### config.mk
export PLATFORM = sky130hd
export DESIGN_NAME = iic_cfg_sequencer
export DESIGN_NICKNAME = d
export VERILOG_FILES = /design/src/rtl/iic_cfg_pkg.sv /design/src/rtl/iic_cfg_sequencer.sv
export SDC_FILE = /design/constraint.sdc
export NUM_CORES = 1
export LEC_CHECK = 0
export ABC_CLOCK_PERIOD_IN_PS = 8530
export CORE_MARGIN = 2
export CORE_UTILIZATION = 40
export CTS_CLUSTER_SIZE = 30
export DETAILED_ROUTE_END_ITERATION = 6
export MAX_ROUTING_LAYER = met4
export PLACE_DENSITY = 0.72
export SLEW_MARGIN = 20
export SYNTH_ARGS = -nofsm -noshare
export SYNTH_HDL_FRONTEND = slang
export SYNTH_SLANG_ARGS = --single-unit
### constraint.sdc
create_clock -name i_clk -period 8.53 [get_ports i_clk]
set_clock_uncertainty 0.2 [all_clocks]
set_input_delay 1.706 -clock i_clk [delete_from_list [all_inputs] [get_ports i_clk]]
set_output_delay 1.706 -clock i_clk [all_outputs]
set_load 0.03 [all_outputs]
### src/rtl/iic_cfg_pkg.sv
// Shared definitions for the table-driven IIC configuration sequencer:
// table entry layout, op encodings and the sequencer state enumeration.
package iic_cfg_pkg;

    localparam int ENTRY_W  = 18;
    localparam int OP_LSB   = 16;
    localparam int REG_LSB  = 8;
    localparam int DATA_LSB = 0;

    typedef enum logic [1:0] {
        OP_WRITE        = 2'd0,
        OP_WRITE_VERIFY = 2'd1,
        OP_DELAY        = 2'd2,
        OP_END          = 2'd3
    } op_e;

    typedef enum logic [3:0] {
        ST_IDLE_WAIT = 4'd0,
        ST_FETCH     = 4'd1,
        ST_DECODE    = 4'd2,
        ST_WR_START  = 4'd3,
        ST_WR_WAIT   = 4'd4,
        ST_RD_START  = 4'd5,
        ST_RD_WAIT   = 4'd6,
        ST_CHECK     = 4'd7,
        ST_DELAY     = 4'd8,
        ST_NEXT      = 4'd9,
        ST_FAIL      = 4'd10,
        ST_GAP       = 4'd11,
        ST_DONE      = 4'd12,
        ST_ERROR     = 4'd13
    } state_e;

    function automatic logic [ENTRY_W-1:0] make_entry(op_e op, logic [7:0] reg_addr,
                                                       logic [7:0] data);
        return {op, reg_addr, data};
    endfunction

    function automatic int max3(int a, int b, int c);
        int m;
        m = (a > b) ? a : b;
        return (m > c) ? m : c;
    endfunction

endpackage

### src/rtl/iic_cfg_sequencer.sv
// Table-driven IIC register configuration engine: walks the register table,
// issues byte transactions to the IIC master, retries on failure, reports status.
module iic_cfg_sequencer
    import iic_cfg_pkg::*;
#(
    parameter int TBL_AW         = 6,
    parameter int STARTUP_CYCLES = 2500000,
    parameter int DELAY_UNIT     = 25000,
    parameter int MAX_RETRY      = 3,
    parameter int RETRY_GAP      = 2500
) (
    input  logic                i_clk,
    input  logic                i_rst,
    input  logic                i_restart,
    output logic [TBL_AW-1:0]   o_tbl_idx,
    input  logic [ENTRY_W-1:0]  i_tbl_entry,
    output logic                o_start,
    output logic                o_wr_rd_en,
    output logic [7:0]          o_addr,
    output logic [7:0]          o_din,
    input  logic                i_finish,
    input  logic                i_no_ack,
    input  logic                i_dout_en,
    input  logic [7:0]          i_dout,
    output logic                o_iic_main,
    output logic                o_config_ok,
    output logic                o_error,
    output logic [TBL_AW-1:0]   o_err_idx
);

    localparam int CNT_MAX = max3(STARTUP_CYCLES, 255 * DELAY_UNIT, RETRY_GAP);
    localparam int CNT_W   = $clog2(CNT_MAX + 1);
    localparam int RTY_W   = (MAX_RETRY > 0) ? $clog2(MAX_RETRY + 1) : 1;
    localparam logic [TBL_AW-1:0] LAST_IDX = '1;

    state_e             r_state;
    state_e             w_next;
    logic [CNT_W-1:0]   r_cnt;
    logic               r_boot;
    logic [RTY_W-1:0]   r_retry;
    logic [TBL_AW-1:0]  r_idx;
    op_e                r_op;
    logic [7:0]         r_reg;
    logic [7:0]         r_data;
    logic [7:0]         r_rd_data;
    logic               r_rd_valid;
    logic               r_rd_nack;
    logic               r_ok;
    logic               r_error;
    logic [TBL_AW-1:0]  r_err_idx;

    op_e                w_op;
    logic [7:0]         w_tbl_data;
    logic               w_retry_left;
    logic               w_start;
    logic               w_rd;
    logic               w_main;

    assign w_op         = op_e'(i_tbl_entry[OP_LSB +: 2]);
    assign w_tbl_data   = i_tbl_entry[DATA_LSB +: 8];
    assign w_retry_left = (r_retry < RTY_W'(MAX_RETRY));

    always_comb begin
        w_next  = r_state;
        w_start = 1'b0;
        w_rd    = 1'b0;
        w_main  = 1'b1;
        case (r_state)
            ST_IDLE_WAIT: begin
                w_main = 1'b0;
                // r_boot marks that the startup count has been loaded
                if (r_boot && (r_cnt == '0)) w_next = ST_FETCH;
            end
            ST_FETCH:  w_next = ST_DECODE;
            ST_DECODE: begin
                case (w_op)
                    OP_WRITE, OP_WRITE_VERIFY: w_next = ST_WR_START;
                    OP_DELAY:                  w_next = ST_DELAY;
                    default:                   w_next = ST_DONE;
                endcase
            end
            ST_WR_START: begin
                w_start = 1'b1;
                w_next  = ST_WR_WAIT;
            end
            ST_WR_WAIT: begin
                if (i_finish) begin
                    if (i_no_ack)                     w_next = ST_FAIL;
                    else if (r_op == OP_WRITE_VERIFY) w_next = ST_RD_START;
                    else                              w_next = ST_NEXT;
                end
            end
            ST_RD_START: begin
                w_start = 1'b1;
                w_rd    = 1'b1;
                w_next  = ST_RD_WAIT;
            end
            ST_RD_WAIT: begin
                w_rd = 1'b1;
                if (i_finish) w_next = ST_CHECK;
            end
            ST_CHECK: begin
                if (r_rd_valid && !r_rd_nack && (r_rd_data == r_data)) w_next = ST_NEXT;
                else                                                   w_next = ST_FAIL;
            end
            ST_DELAY: begin
                if (r_cnt == '0) w_next = ST_NEXT;
            end
            ST_NEXT: begin
                if (r_idx == LAST_IDX) w_next = ST_DONE;
                else                   w_next = ST_FETCH;
            end
            ST_FAIL: begin
                if (w_retry_left) w_next = ST_GAP;
                else              w_next = ST_ERROR;
            end
            ST_GAP: begin
                if (r_cnt == '0) w_next = ST_WR_START;
            end
            ST_DONE, ST_ERROR: begin
                w_main = 1'b0;
                if (i_restart) w_next = ST_FETCH;
            end
            default: w_next = ST_IDLE_WAIT;
        endcase
    end

    always_ff @(posedge i_clk) begin
        if (i_rst) begin
            r_state    <= ST_IDLE_WAIT;
            r_cnt      <= '0;
            r_boot     <= 1'b0;
            r_retry    <= '0;
            r_idx      <= '0;
            r_op       <= OP_WRITE;
            r_reg      <= '0;
            r_data     <= '0;
            r_rd_data  <= '0;
            r_rd_valid <= 1'b0;
            r_rd_nack  <= 1'b0;
            r_ok       <= 1'b0;
            r_error    <= 1'b0;
            r_err_idx  <= '0;
        end else begin
            r_state <= w_next;
            // shared wait counter saturates at zero; loads below override
            if (r_cnt != '0) r_cnt <= r_cnt - CNT_W'(1);
            case (r_state)
                ST_IDLE_WAIT: begin
                    if (!r_boot) begin
                        r_boot <= 1'b1;
                        r_cnt  <= CNT_W'(STARTUP_CYCLES);
                    end
                end
                ST_DECODE: begin
                    r_op   <= w_op;
                    r_reg  <= i_tbl_entry[REG_LSB +: 8];
                    r_data <= w_tbl_data;
                    if (w_op == OP_DELAY) r_cnt <= CNT_W'(w_tbl_data) * CNT_W'(DELAY_UNIT);
                    if (w_op == OP_END)   r_ok  <= 1'b1;
                end
                ST_RD_START: begin
                    r_rd_valid <= 1'b0;
                    r_rd_nack  <= 1'b0;
                end
                ST_RD_WAIT: begin
                    if (i_dout_en) begin
                        r_rd_data  <= i_dout;
                        r_rd_valid <= 1'b1;
                    end
                    if (i_finish) r_rd_nack <= i_no_ack;
                end
                ST_NEXT: begin
                    r_retry <= '0;
                    if (r_idx == LAST_IDX) r_ok  <= 1'b1;
                    else                   r_idx <= r_idx + TBL_AW'(1);
                end
                ST_FAIL: begin
                    if (w_retry_left) begin
                        r_retry <= r_retry + RTY_W'(1);
                        r_cnt   <= CNT_W'(RETRY_GAP);
                    end else begin
                        r_error   <= 1'b1;
                        r_err_idx <= r_idx;
                    end
                end
                ST_DONE, ST_ERROR: begin
                    if (i_restart) begin
                        r_ok      <= 1'b0;
                        r_error   <= 1'b0;
                        r_err_idx <= '0;
                        r_idx     <= '0;
                        r_retry   <= '0;
                    end
                end
                default: ;
            endcase
        end
    end

    // address/data come from registers latched in DECODE, so they stay put
    // for the whole transaction
    assign o_tbl_idx   = r_idx;
    assign o_start     = w_start;
    assign o_wr_rd_en  = w_rd;
    assign o_addr      = r_reg;
    assign o_din       = r_data;
    assign o_iic_main  = w_main;
    assign o_config_ok = r_ok;
    assign o_error     = r_error;
    assign o_err_idx   = r_err_idx;

endmodule

==> results.md, run 1 <==
- Register-to-Register Path Depth: 6
- Area grow syn2layout: 22.8%
- Leak: 0.00244 uW
- Met2 routed WL: 6240 um
- Slowest CP cell: clkdlybuf4s50_1
- Worst slew pin tran: 1.15 ns
- Routed metal-1 wirelength: 5780 um
- Startpoint Class: input port
- Ys async rst share: 0%
- Sw Pwr: 356 uW
- Fraction of layout cells with a size suffix above 1: 4.42%
- Post-CTS Setup Repair Bufs: 0
- Sw Share: 31.0%
- Final setup fails: 0
- Largest stage delay, worst path: 0.62 ns
- Drc violations: 0
- Final net count: 752
- Finished Cell Area: 6080 um^2
- Most common cell after layout, fill and taps aside: nand2_1
- Critical path endpoint category: flop
- Rel. slew slack: 22.7%
- Worst-path cell chain: clkdlybuf4s50_1 -> inv_1 -> ha_1 -> inv_1 -> ha_1 -> fa_1 -> fa_1 -> ha_1 -> a21o_1 -> a21oi_1 -> o22ai_1 -> a211oi_1 -> xnor2_1 -> nand2_1 -> a21oi_1
- Most frequent cells in the layout: nand2_1, dfxtp_1, clkdlybuf4s50_1
- Combinational cell fraction of total power: 31.1%
- Sink Count: 72
- Starting Density: 41.1%
- Avg Synthesized Cell Area: 8.29 um^2
- Outcome: completed
- Cell internal pwr: 793 uW
- Final period util: 67.2%
- Filler cell count: 1115
- Synth Instances: 598
- Full die area: 13300 um^2
- Unrepaired setup endpoints after global routing: false
- Max layer used: met4
- Fmax: 174 MHz
- DRT iter0 DRCs: 262
- Crit path buffers/inverters: 3
- Sequential area share after synthesis: 29.1%
- HP Class: reg -> reg
- Setup CP Type: in -> reg
- Met3 WL post-DR: 658 um
- Vias per Instance: 5.64
- Flop pwr share: 31.0%
- DR pass1 iterations: 5
- ANT cells: 0
- Vias in the first global route: 4490
- CTS resizes: 0
- Synthesized area: 4950 um^2
- Routed vias: 4651
- Global-route wire length before repair: 21100 um
- CTS root buffer: clkbuf_16
- Wire length per cell: 15.6 um
- Flop and latch count out of synthesis: 72
- Area of the multi-input gates: 3370 um^2
- Worst IR drop on VDD: 0.166 mV
- Hold Path Depth: 2
- Hold buffers post-CTS: 0
- Yosys warnings: 0
- Post-route ant nets: 0
- Netlist cell types: 52
- Ys flop type: dfxtp_1
- Final min period: 5.73 ns
- Initial antenna violation count: 0
- Final Max Tran Viols: 0
- Critical path data arrival time: 5.79 ns
- Die width: 115 um
- Final Hold Fails: 0
- Setup TNS: 0 ns
- Total GRT Usage: 20.3%
- Hpwl dp: 9610 um
- CP Data Required Time: 8.58 ns
- Clock latency on the worst-skew pair: 0.34 ns
- CP Depth: 15
- Reg2reg setup slack: 5.25 ns
- Clk buf depth: 2
- Io pins: 65
- Post-synthesis net count: 699
- Crit path max-delay family: adder cells
- WL final: 12900 um
- Core region area: 12100 um^2
- Worst Path Max Fanout: 6
- Storage element area: 1440 um^2
- Vert. Die Dim: 115 um
- Number of synthesized flops with an enable pin: 0
- Max-cap violations: 0
- Clock power frac: 37.9%
- PD cells: 189 nW/um^2
- Design Power: 1150 uW
- Post-DP Area: 5740 um^2
- H-tree levels: 3
- Largest net degree at the start of global routing: 59
- Global route total overflow: 0
- Row count: 40
- Num CTS Buffers: 9
- Top cell by count, worst path: ha_1
- CTS tree: done
- Clock-pin slew on the worst setup and hold paths: 0.06 ns
- I/O Buffers: 64
- GPL Wtd Cong: 0.914
## cell type report
class	count	share of cell area (%)
multi-input combinational	484	55.3
inverter	18	1.11
tap	168	3.46
sequential	72	23.7
timing repair buffer	66	10.7
clock buffer	11	3.99
clock inverter	5	1.71
## worst paths after layout
| path | from | end |
|---|---|---|
| worst max-delay path | i_tbl_entry[6] | r_cnt[21]$_SDFF_PP0_ |
| worst min-delay path | r_rd_valid$_SDFFE_PP0P_ | r_rd_valid$_SDFFE_PP0P_ |
| worst max register to register | r_state[1]$_SDFFE_PP0P_ | r_cnt[22]$_SDFF_PP0_ |
| worst min register to register | r_rd_valid$_SDFFE_PP0P_ | r_rd_valid$_SDFFE_PP0P_ |
## layer usage
metal,GRT usage [%],up-vias
li1,-,2259
met1,25.2,2216
met2,33.7,152
met3,4.16,24
met4,5.30,0
met5,-,-
## power by group through the flow
stage               registers (uW)  clock network [uW]  logic (uW)
floorplan                      360                   0         259
detailed placement             363                   0         345
global placement               362                   0         335
finish                         356                 436         358
global route                   357                 456         392
CTS                            356                 440         349
## cells in the mapped netlist, types with 3 or more instances
library cell	instances	area (um^2)
mux2i_1	5	50.1
nand2_1	80	300
o21ai_0	23	115
a21o_1	7	52.6
a211oi_1	6	45.0
a221oi_1	7	61.3
a22oi_1	7	52.6
nor4_1	10	62.6
fa_1	12	240
or4_1	4	30.0
nand3_1	19	95.1
o21ai_1	5	25.0
o21a_1	4	30.0
ha_1	57	713
clkbuf_1	20	75.1
o31ai_1	3	22.5
nand2b_1	7	43.8
nand4_1	3	18.8
nor3_1	14	70.1
or3_1	6	37.5
o21bai_1	3	22.5
inv_1	18	67.6
o22ai_1	9	56.3
nor2b_1	6	37.5
nor2_1	48	180
o211ai_1	4	30.0
and3_1	4	25.0
nor3b_1	4	30.0
buf_1	3	11.3
a21oi_1	60	300
a31oi_1	3	18.8
xor2_1	26	228
dfxtp_1	72	1440
xnor2_1	18	158
## metrics by stage
stage | hold slack (ns) | instances | utilization [%] | setup WS, ns
floorplan | 0.232 | 598 | - | 3.46
global placement | 0.240 | 808 | 47.6 | 2.70
detailed placement | 0.245 | 808 | 47.6 | 2.51
CTS | 0.254 | 824 | 50.4 | 2.86
global route | 0.282 | 824 | 50.4 | 2.61
finish | 0.252 | 824 | 50.4 | 2.80
## worst register-to-register path, cell delays in order (launching register included)
cell and delay [ns]:
dfxtp_1 0.77, inv_1 0.38, nor2_1 0.22, nand2_1 0.42
o21ai_0 0.52, nand2_1 0.35, o32ai_1 0.34
## cell families after synthesis
kind of cell             Yosys count  synth area share (%)
AND/OR/NAND/NOR                  213                  20.5
flip-flops                        72                  29.1
XOR/XNOR                          44                  7.78
adder cells (fa/ha/maj)           69                  19.2
buffers and inverters             42                  3.21
AO/OA/AOI/OAI                    153                  19.2
multiplexers                       5                  1.01
## state kept, by name, summed over array words and instances, names as in the netlist
signal,cells
r_boot,1
r_retry,2
r_cnt,23
r_op,2
r_state,4
r_rd_valid,1
r_rd_nack,1
o_tbl_idx,6
o_din,8
o_error,1
o_config_ok,1
o_err_idx,6
r_rd_data,8
o_addr,8
Note: power is estimated with default switching activity, not from simulation.
==> inputs of run 2 (changes only) <==
Settings changed: ABC_CLOCK_PERIOD_IN_PS 8530 to 5700.
Clock period 8.53 ns to 5.7 ns, I/O delays scaled along.
==> run 2 against run 1 <==
  * Routed wire length shrank 2.2%
  * Critical path depth unchanged
  * Combinational power grew 48%
  * First-iteration DRC count increased by 15%
  * Die area did not move
  * Hold slack lost 0.0024 ns
  * Non-clock buffer count is 1 higher
  * Sequential power grew 50%
  * Global-route usage is 0.68 points lower
  * Final area rose by 0.21%
  * Critical path type unchanged
  * Power rose by 49%
  * Flip-flop and latch count is the same
==> results.md, run 2 (synthesized netlist as in run 1, its figures left out) <==
- Outcome: completed (unchanged)
- Slowest CP cell: clkdlybuf4s50_1 (unchanged)
- Setup CP Type: in -> reg (unchanged)
- Startpoint Class: input port (unchanged)
- WHS: 0.250 ns (was 0.252 ns)
- Biggest register: r_cnt (unchanged)
- Reg2reg setup slack: 2.38 ns (was 5.25 ns)
- Post-route ant nets: 0 (unchanged)
- RR Startpoint: r_state[1]$_SDFFE_PP0P_ (unchanged)
- Final Max Tran Viols: 0 (unchanged)
- DRT iter0 DRCs: 302 (was 262)
- Post-CTS Setup Repair Bufs: 0 (unchanged)
- Leak: 0.00244 uW (about the same)
- Clock latency on the worst-skew pair: 0.33 ns (was 0.34 ns)
- Setup TNS: 0 ns (unchanged)
- Worst IR drop on VDD: 0.145 mV (was 0.166 mV)
- Num CTS Buffers: 9 (unchanged)
- Vias per Instance: 5.60 (was 5.64)
- CP Capture Point: r_cnt[16]$_SDFF_PP0_ (was r_cnt[21]$_SDFF_PP0_)
- ANT cells: 0 (unchanged)
- Fmax: 194 MHz
- Vias in the first global route: 4335 (was 4490)
- CTS resizes: 0 (unchanged)
- PD cells: 281 nW/um^2 (was 189 nW/um^2)
- Sink Count: 72 (unchanged)
- Area grow syn2layout: 23.0% (was 22.8%)
- Final net count: 753 (was 752)
- Post-DP Area: 5740 um^2 (about the same)
- Initial antenna violation count: 0 (unchanged)
- Row count: 40 (unchanged)
- Global route total overflow: 0 (unchanged)
- CP Depth: 15 (unchanged)
- WL final: 12600 um (was 12900 um)
- CTS root buffer: clkbuf_16 (unchanged)
- Final WS setup: 0.551 ns (was 2.80 ns)
- Final setup fails: 0 (unchanged)
- Final Hold Fails: 0 (unchanged)
- I/O Buffers: 64 (unchanged)
- Top cell by count, worst path: ha_1 (unchanged)
- Hpwl dp: 9410 um (was 9610 um)
- Largest net degree at the start of global routing: 59 (unchanged)
- CTS tree: done (unchanged)
- Worst-path cell chain: clkdlybuf4s50_1 -> ha_1 -> ha_1 -> inv_1 -> fa_1 -> inv_1 -> fa_1 -> ha_1 -> a211oi_1 -> o21bai_1 -> o31ai_1 -> o21bai_1 -> a21oi_1 -> xor2_1 -> o22ai_1 (was clkdlybuf4s50_1 -> inv_1 -> ha_1 -> inv_1 -> ha_1 -> fa_1 -> fa_1 -> ha_1 -> a21o_1 -> a21oi_1 -> o22ai_1 -> a211oi_1 -> xnor2_1 -> nand2_1 -> a21oi_1)
- Final min period: 5.15 ns
- Crit path buffers/inverters: 3 (unchanged)
- Fraction of layout cells with a size suffix above 1: 4.72% (was 4.42%)
- Die width: 115 um (unchanged)
- Starting Density: 41.1% (unchanged)
- Core region area: 12100 um^2 (unchanged)
- HP Class: reg -> reg (unchanged)
- Dpl ws: 0.264 ns (was 2.51 ns)
- Max-cap violations: 0 (unchanged)
- Crit path max-delay family: adder cells (unchanged)
- Drc violations: 0 (unchanged)
- Critical path data arrival time: 5.15 ns (was 5.79 ns)
- Unrepaired setup endpoints after global routing: false (unchanged)
- Full die area: 13300 um^2 (unchanged)
- Final period util: 90.3%
- Critical path endpoint category: flop (unchanged)
- Rel. slew slack: 25.5% (was 22.7%)
- Vert. Die Dim: 115 um (unchanged)
- Wire length per cell: 15.2 um (was 15.6 um)
- Max reg flops: 23 (unchanged)
- DR pass1 iterations: 5 (unchanged)
- Routed vias: 4624 (was 4651)
- Reg-to-reg endpoint: r_cnt[22]$_SDFF_PP0_ (unchanged)
- Finished Cell Area: 6100 um^2 (was 6080 um^2)
- Io pins: 65 (unchanged)
- Crit path from: i_tbl_entry[2] (was i_tbl_entry[6])
- CP Data Required Time: 5.70 ns (was 8.58 ns)
- Total GRT Usage: 19.6% (was 20.3%)
- Worst slew pin tran: 1.12 ns (was 1.15 ns)
- Global-route wire length before repair: 20500 um (was 21100 um)
- Hold buffers post-CTS: 0 (unchanged)
- Most common cell after layout, fill and taps aside: nand2_1 (unchanged)
- GPL Wtd Cong: 0.933 (was 0.914)
- H-tree levels: 3 (unchanged)
- Clk buf depth: 2 (unchanged)
- Largest stage delay, worst path: 0.53 ns (was 0.62 ns)
- Worst Path Max Fanout: 5 (was 6)
- Most frequent cells in the layout: nand2_1, dfxtp_1, clkdlybuf4s50_1 (unchanged)
- Register-to-Register Path Depth: 6 (unchanged)
- Clock-pin slew on the worst setup and hold paths: 0.06 ns (about the same)
## run 2: changes by cell type in the layout (fill, tap and decap cells not counted)
cell	previous run	this run
buf_4	2	3
nor3_2	0	1
nor3_1	14	13
## run 2: cell type report
cell class / count / area [um^2]
Sequential cell: 72 / 1440
Tap cell: 168 / 210
Clock buffer: 11 / 243
Inverter: 18 / 67.6
Multi-Input combinational cell: 484 / 3370
Timing Repair Buffer: 67 / 658
Clock inverter: 5 / 104
Fill cell: 1117 / 5970
## run 2: per-stage QoR
stage | total power (uW) | utilization, % | instances
after floorplan | 926 | - | 598
after global routing | 1800 | 50.5 | 825
after global placement | 1040 | 47.6 | 809
after CTS | 1710 | 50.5 | 825
after detailed placement | 1060 | 47.6 | 809
final | 1710 | 50.5 | 825
## run 2: worst register-to-register path: cells and delay by family, from the launching register on
| family | cells | cell delay [ns] |
|---|---|---|
| buffers and inverters | 1 | 0.38 |
| flip-flops | 1 | 0.78 |
| AND/OR/NAND/NOR | 3 | 0.99 |
| AO/OA/AOI/OAI | 2 | 0.88 |
## run 2: per-layer routing
layer | wire length, um | share of wire (%) | vias to the layer above | GRT usage (%)
met3 | 662 | 5.3 | 13 | 3.90
li1 | - | - | 2259 | -
met2 | 6090 | 48 | 147 | 32.6
met5 | 0 | 0 | - | -
met1 | 5690 | 45 | 2205 | 24.7
met4 | 139 | 1.1 | 0 | 4.50
## run 2: how the worst min path moves through the flow
stage	depth (start not counted)	slack, ns	start	to
floorplan	2	0.23	r_op[0]$_SDFFE_PP0P_	r_op[0]$_SDFFE_PP0P_
global placement	2	0.24	r_rd_valid$_SDFFE_PP0P_	r_rd_valid$_SDFFE_PP0P_
detailed placement	2	0.25	r_op[0]$_SDFFE_PP0P_	r_op[0]$_SDFFE_PP0P_
CTS	2	0.25	r_rd_valid$_SDFFE_PP0P_	r_rd_valid$_SDFFE_PP0P_
global route	2	0.28	r_rd_valid$_SDFFE_PP0P_	r_rd_valid$_SDFFE_PP0P_
finish	2	0.25	r_op[0]$_SDFFE_PP0P_	r_op[0]$_SDFFE_PP0P_
## run 2: where the power goes
part / leakage (uW) / internal [uW] / switching (uW) / total [uW]
Clock: 0.000170 / 439 / 207 / 647
Combinational: 0.00169 / 231 / 300 / 531
Sequential: 0.000584 / 517 / 16.0 / 533
==> inputs of run 3 (changes only) <==
Settings changed: ABC_AREA set to 1, PLACE_DENSITY 0.72 to 0.71, SKIP_LAST_GASP set to 1.
==> run 3 against run 2 <==
  * Sequential share of layout area fell by 1.6 points
  * Clock power fell by 20%
  * Synthesized cell count rose by 36%
  * Area after synthesis rose by 10%
  * Sequential power barely moved
  * Critical path type unchanged
  * Critical endpoint is now r_cnt[22]$_SDFF_PP0_
==> results.md, run 3 <==
- Outcome: completed (unchanged)
- Post-CTS Setup Repair Bufs: 0 (unchanged)
- Top post-synthesis cells by area: dfxtp_1, ha_1, nand2_1 (was dfxtp_1, ha_1, a21oi_1)
- CP Data Required Time: 5.71 ns (was 5.70 ns)
- Hold buffers post-CTS: 0 (unchanged)
- ANT cells: 0 (unchanged)
- Hold Path Depth: 2 (unchanged)
- Worst slew pin tran: 0.830 ns (was 1.12 ns)
- Hold Crit Start: o_err_idx[5]$_SDFFE_PP0P_ (was r_op[0]$_SDFFE_PP0P_)
- Largest net degree at the start of global routing: 40 (was 59)
- Most common cell after layout, fill and taps aside: nand2_1 (unchanged)
- Hpwl dp: 11900 um (was 9410 um)
- CTS tree: done (unchanged)
- Synthesized area: 5460 um^2 (was 4950 um^2)
- Setup CP Type: in -> reg (unchanged)
- Synth Instances: 814 (was 598)
- Area grow syn2layout: 19.8% (was 23.0%)
- Yosys warnings: 0 (unchanged)
- Post-synthesis net count: 915 (was 699)
- Max reg flops: 23 (unchanged)
- Ys flop type: dfxtp_1 (unchanged)
- Post-synth top cells: nand2_1, nor2_1, inv_1 (was nand2_1, dfxtp_1, a21oi_1)
- Max-cap violations: 0 (unchanged)
- Avg Synthesized Cell Area: 6.71 um^2 (was 8.29 um^2)
- Worst Path Max Fanout: 5 (unchanged)
- WL final: 15200 um (was 12600 um)
- Biggest register: r_cnt (unchanged)
- Total GRT Usage: 22.2% (was 19.6%)
- Final Hold Fails: 0 (unchanged)
- Vias in the first global route: 5066 (was 4335)
- Reg-to-reg endpoint: r_cnt[21]$_SDFF_PP0_ (was r_cnt[22]$_SDFF_PP0_)
- Row count: 42 (was 40)
- Reg2reg setup slack: 3.08 ns (was 2.38 ns)
- Fmax: 210 MHz (was 194 MHz)
- Starting Density: 41.1% (about the same)
- Setup TNS: 0 ns (unchanged)
- Layout Utilization: 49.2% (was 50.5%)
- Sequential area share after synthesis: 26.4% (was 29.1%)
- GPL Wtd Cong: 0.927 (was 0.933)
- Rel. slew slack: 44.6% (was 25.5%)
- Startpoint Class: input port (unchanged)
- Global route total overflow: 0 (unchanged)
- Post-route ant nets: 0 (unchanged)
- HP Class: reg -> reg (unchanged)
- Area leader, netlist: dfxtp_1 (unchanged)
- Netlist cell types: 40 (was 52)
- Global-route wire length before repair: 24700 um (was 20500 um)
- Full die area: 14600 um^2 (was 13300 um^2)
- Design Power: 1640 uW (was 1710 uW)
- Worst IR drop on VDD: 0.179 mV (was 0.145 mV)
- Worst-path cell chain: clkdlybuf4s50_1 -> ha_1 -> ha_1 -> inv_1 -> fa_1 -> inv_1 -> fa_1 -> ha_1 -> or2_2 -> nand3_1 -> nand2_1 -> nand2_1 -> nand2_1 -> nand2_1 -> nand3_1 -> nand2_1 -> a21oi_1 (was clkdlybuf4s50_1 -> ha_1 -> ha_1 -> inv_1 -> fa_1 -> inv_1 -> fa_1 -> ha_1 -> a211oi_1 -> o21bai_1 -> o31ai_1 -> o21bai_1 -> a21oi_1 -> xor2_1 -> o22ai_1)
- Largest stage delay, worst path: 0.54 ns (was 0.53 ns)
- Register-to-Register Path Depth: 10 (was 6)
- Hold EP: o_err_idx[5]$_SDFFE_PP0P_ (was r_op[0]$_SDFFE_PP0P_)
- Core region area: 13300 um^2 (was 12100 um^2)
- Drc violations: 0 (unchanged)
- Post-synth top area share: 26.4% (was 29.1%)
- Number of synthesized flops with an enable pin: 0 (unchanged)
- Num CTS Buffers: 9 (unchanged)
- Flop and latch count out of synthesis: 72 (unchanged)
- Die width: 121 um (was 115 um)
- DRT iter0 DRCs: 436 (was 302)
- Routed vias: 5407 (was 4624)
- Filler cell count: 1390 (was 1117)
- Critical path endpoint category: flop (unchanged)
- Leak: 0.00306 uW (was 0.00244 uW)
- CTS root buffer: clkbuf_16 (unchanged)
- PD cells: 250 nW/um^2 (was 281 nW/um^2)
- Area of the multi-input gates: 3560 um^2 (was 3370 um^2)
- Final period util: 83.4% (was 90.3%)
- Clock latency on the worst-skew pair: 0.35 ns (was 0.33 ns)
- Vias per Instance: 5.13 (was 5.60)
- Io pins: 65 (unchanged)
- Wire length per cell: 14.4 um (was 15.2 um)
- Sink Count: 72 (unchanged)
- Fraction of layout cells with a size suffix above 1: 5.92% (was 4.72%)
- H-tree levels: 3 (unchanged)
- CTS resizes: 0 (unchanged)
- Clk buf depth: 2 (unchanged)
- RR Startpoint: r_state[3]$_SDFFE_PP0P_ (was r_state[1]$_SDFFE_PP0P_)
- Final setup fails: 0 (unchanged)
- Most frequent cells in the layout: nand2_1, nor2_1, inv_1 (was nand2_1, dfxtp_1, clkdlybuf4s50_1)
- Critical path data arrival time: 4.76 ns (was 5.15 ns)
- I/O Buffers: 64 (unchanged)
- Slowest CP cell: clkdlybuf4s50_1 (unchanged)
- Top cell by count, worst path: nand2_1 (was ha_1)
- Final net count: 978 (was 753)
- Storage element area: 1440 um^2 (unchanged)
- Clock-pin slew on the worst setup and hold paths: 0.05 ns (was 0.06 ns)
- Final min period: 4.75 ns (was 5.15 ns)
- Final Max Tran Viols: 0 (unchanged)
- Ys async rst share: 0% (unchanged)
- Initial antenna violation count: 0 (unchanged)
- Vert. Die Dim: 121 um (was 115 um)
- Most frequent cell after synthesis: nand2_1 (unchanged)
- Unrepaired setup endpoints after global routing: false (unchanged)
- DR pass1 iterations: 5 (unchanged)
run 3: cell count changes after synthesis, moves of 12 or more:
cell	previous run	this run
nand2_1	80	187
xnor2_1	18	6
inv_1	18	94
inv_2	0	13
xor2_1	26	5
nand4_1	3	18
nand3_1	19	68
nor2_1	48	100
run 3: worst max-delay path by stage:
stage                              start              endpoint  slack (ns)  depth (start not counted)
after global placement    i_tbl_entry[4]  r_cnt[18]$_SDFF_PP0_        0.70                         17
after detailed placement  i_tbl_entry[2]  r_cnt[22]$_SDFF_PP0_        0.60                         17
final                     i_tbl_entry[2]  r_cnt[22]$_SDFF_PP0_        0.95                         17
after floorplan           i_tbl_entry[2]  r_cnt[20]$_SDFF_PP0_        1.44                         15
after global routing      i_tbl_entry[6]  r_cnt[21]$_SDFF_PP0_        0.71                         18
after CTS                 i_tbl_entry[2]  r_cnt[22]$_SDFF_PP0_        0.96                         17
run 3: logic make-up after synthesis:
group	count (synthesis)	share of synthesized area [%]
buffers and inverters	122	8.48
AND/OR/NAND/NOR	418	33.4
flip-flops	72	26.4
XOR/XNOR	11	1.76
adder cells (fa/ha/maj)	69	17.5
AO/OA/AOI/OAI	122	12.5
run 3: layer usage:
metal / GRT usage [%] / vias to the layer above / routed length, um
li1: - / 2805 / -
met5: - / - / 0
met4: 6.40 / 0 / 250
met3: 3.67 / 20 / 626
met2: 35.0 / 127 / 6970
met1: 29.3 / 2455 / 7320
run 3: area by class of cell:
cell class              instances  share of cell area (%)
multi-input cells             620                    54.4
flip-flops and latches         72                    22.0
repair buffers                 66                    10.0
inverters                     108                    6.20
clock buffers                  12                    3.92
well taps                     176                    3.37
clock inverters                 1                  0.0765
run 3: worst max-delay path: cells and delay by family:
family                   cells  cell delay, ns
AND/OR/NAND/NOR              8            0.93
buffers and inverters        3            0.65
adder cells (fa/ha/maj)      5            1.98
AO/OA/AOI/OAI                1            0.06
run 3: through the flow:
stage / area [um^2] / std cells / worst slack [ns] / hold WS [ns]
6_report: 6540 / 1055 / 0.949 / 0.263
5_1_grt: 6540 / 1055 / 0.707 / 0.280
4_1_cts: 6540 / 1055 / 0.962 / 0.264
3_5_place_dp: 6280 / 1042 / 0.603 / 0.257
3_3_place_gp: 6280 / 1042 / 0.698 / 0.251
2_1_floorplan: 5460 / 814 / 1.44 / 0.235
run 3: power breakdown:
group          internal [uW]  leakage (uW)  total, uW  switching [uW]
Clock                    310      0.000130        518             208
Sequential               519      0.000584        534            14.7
Combinational            218       0.00235        583             365
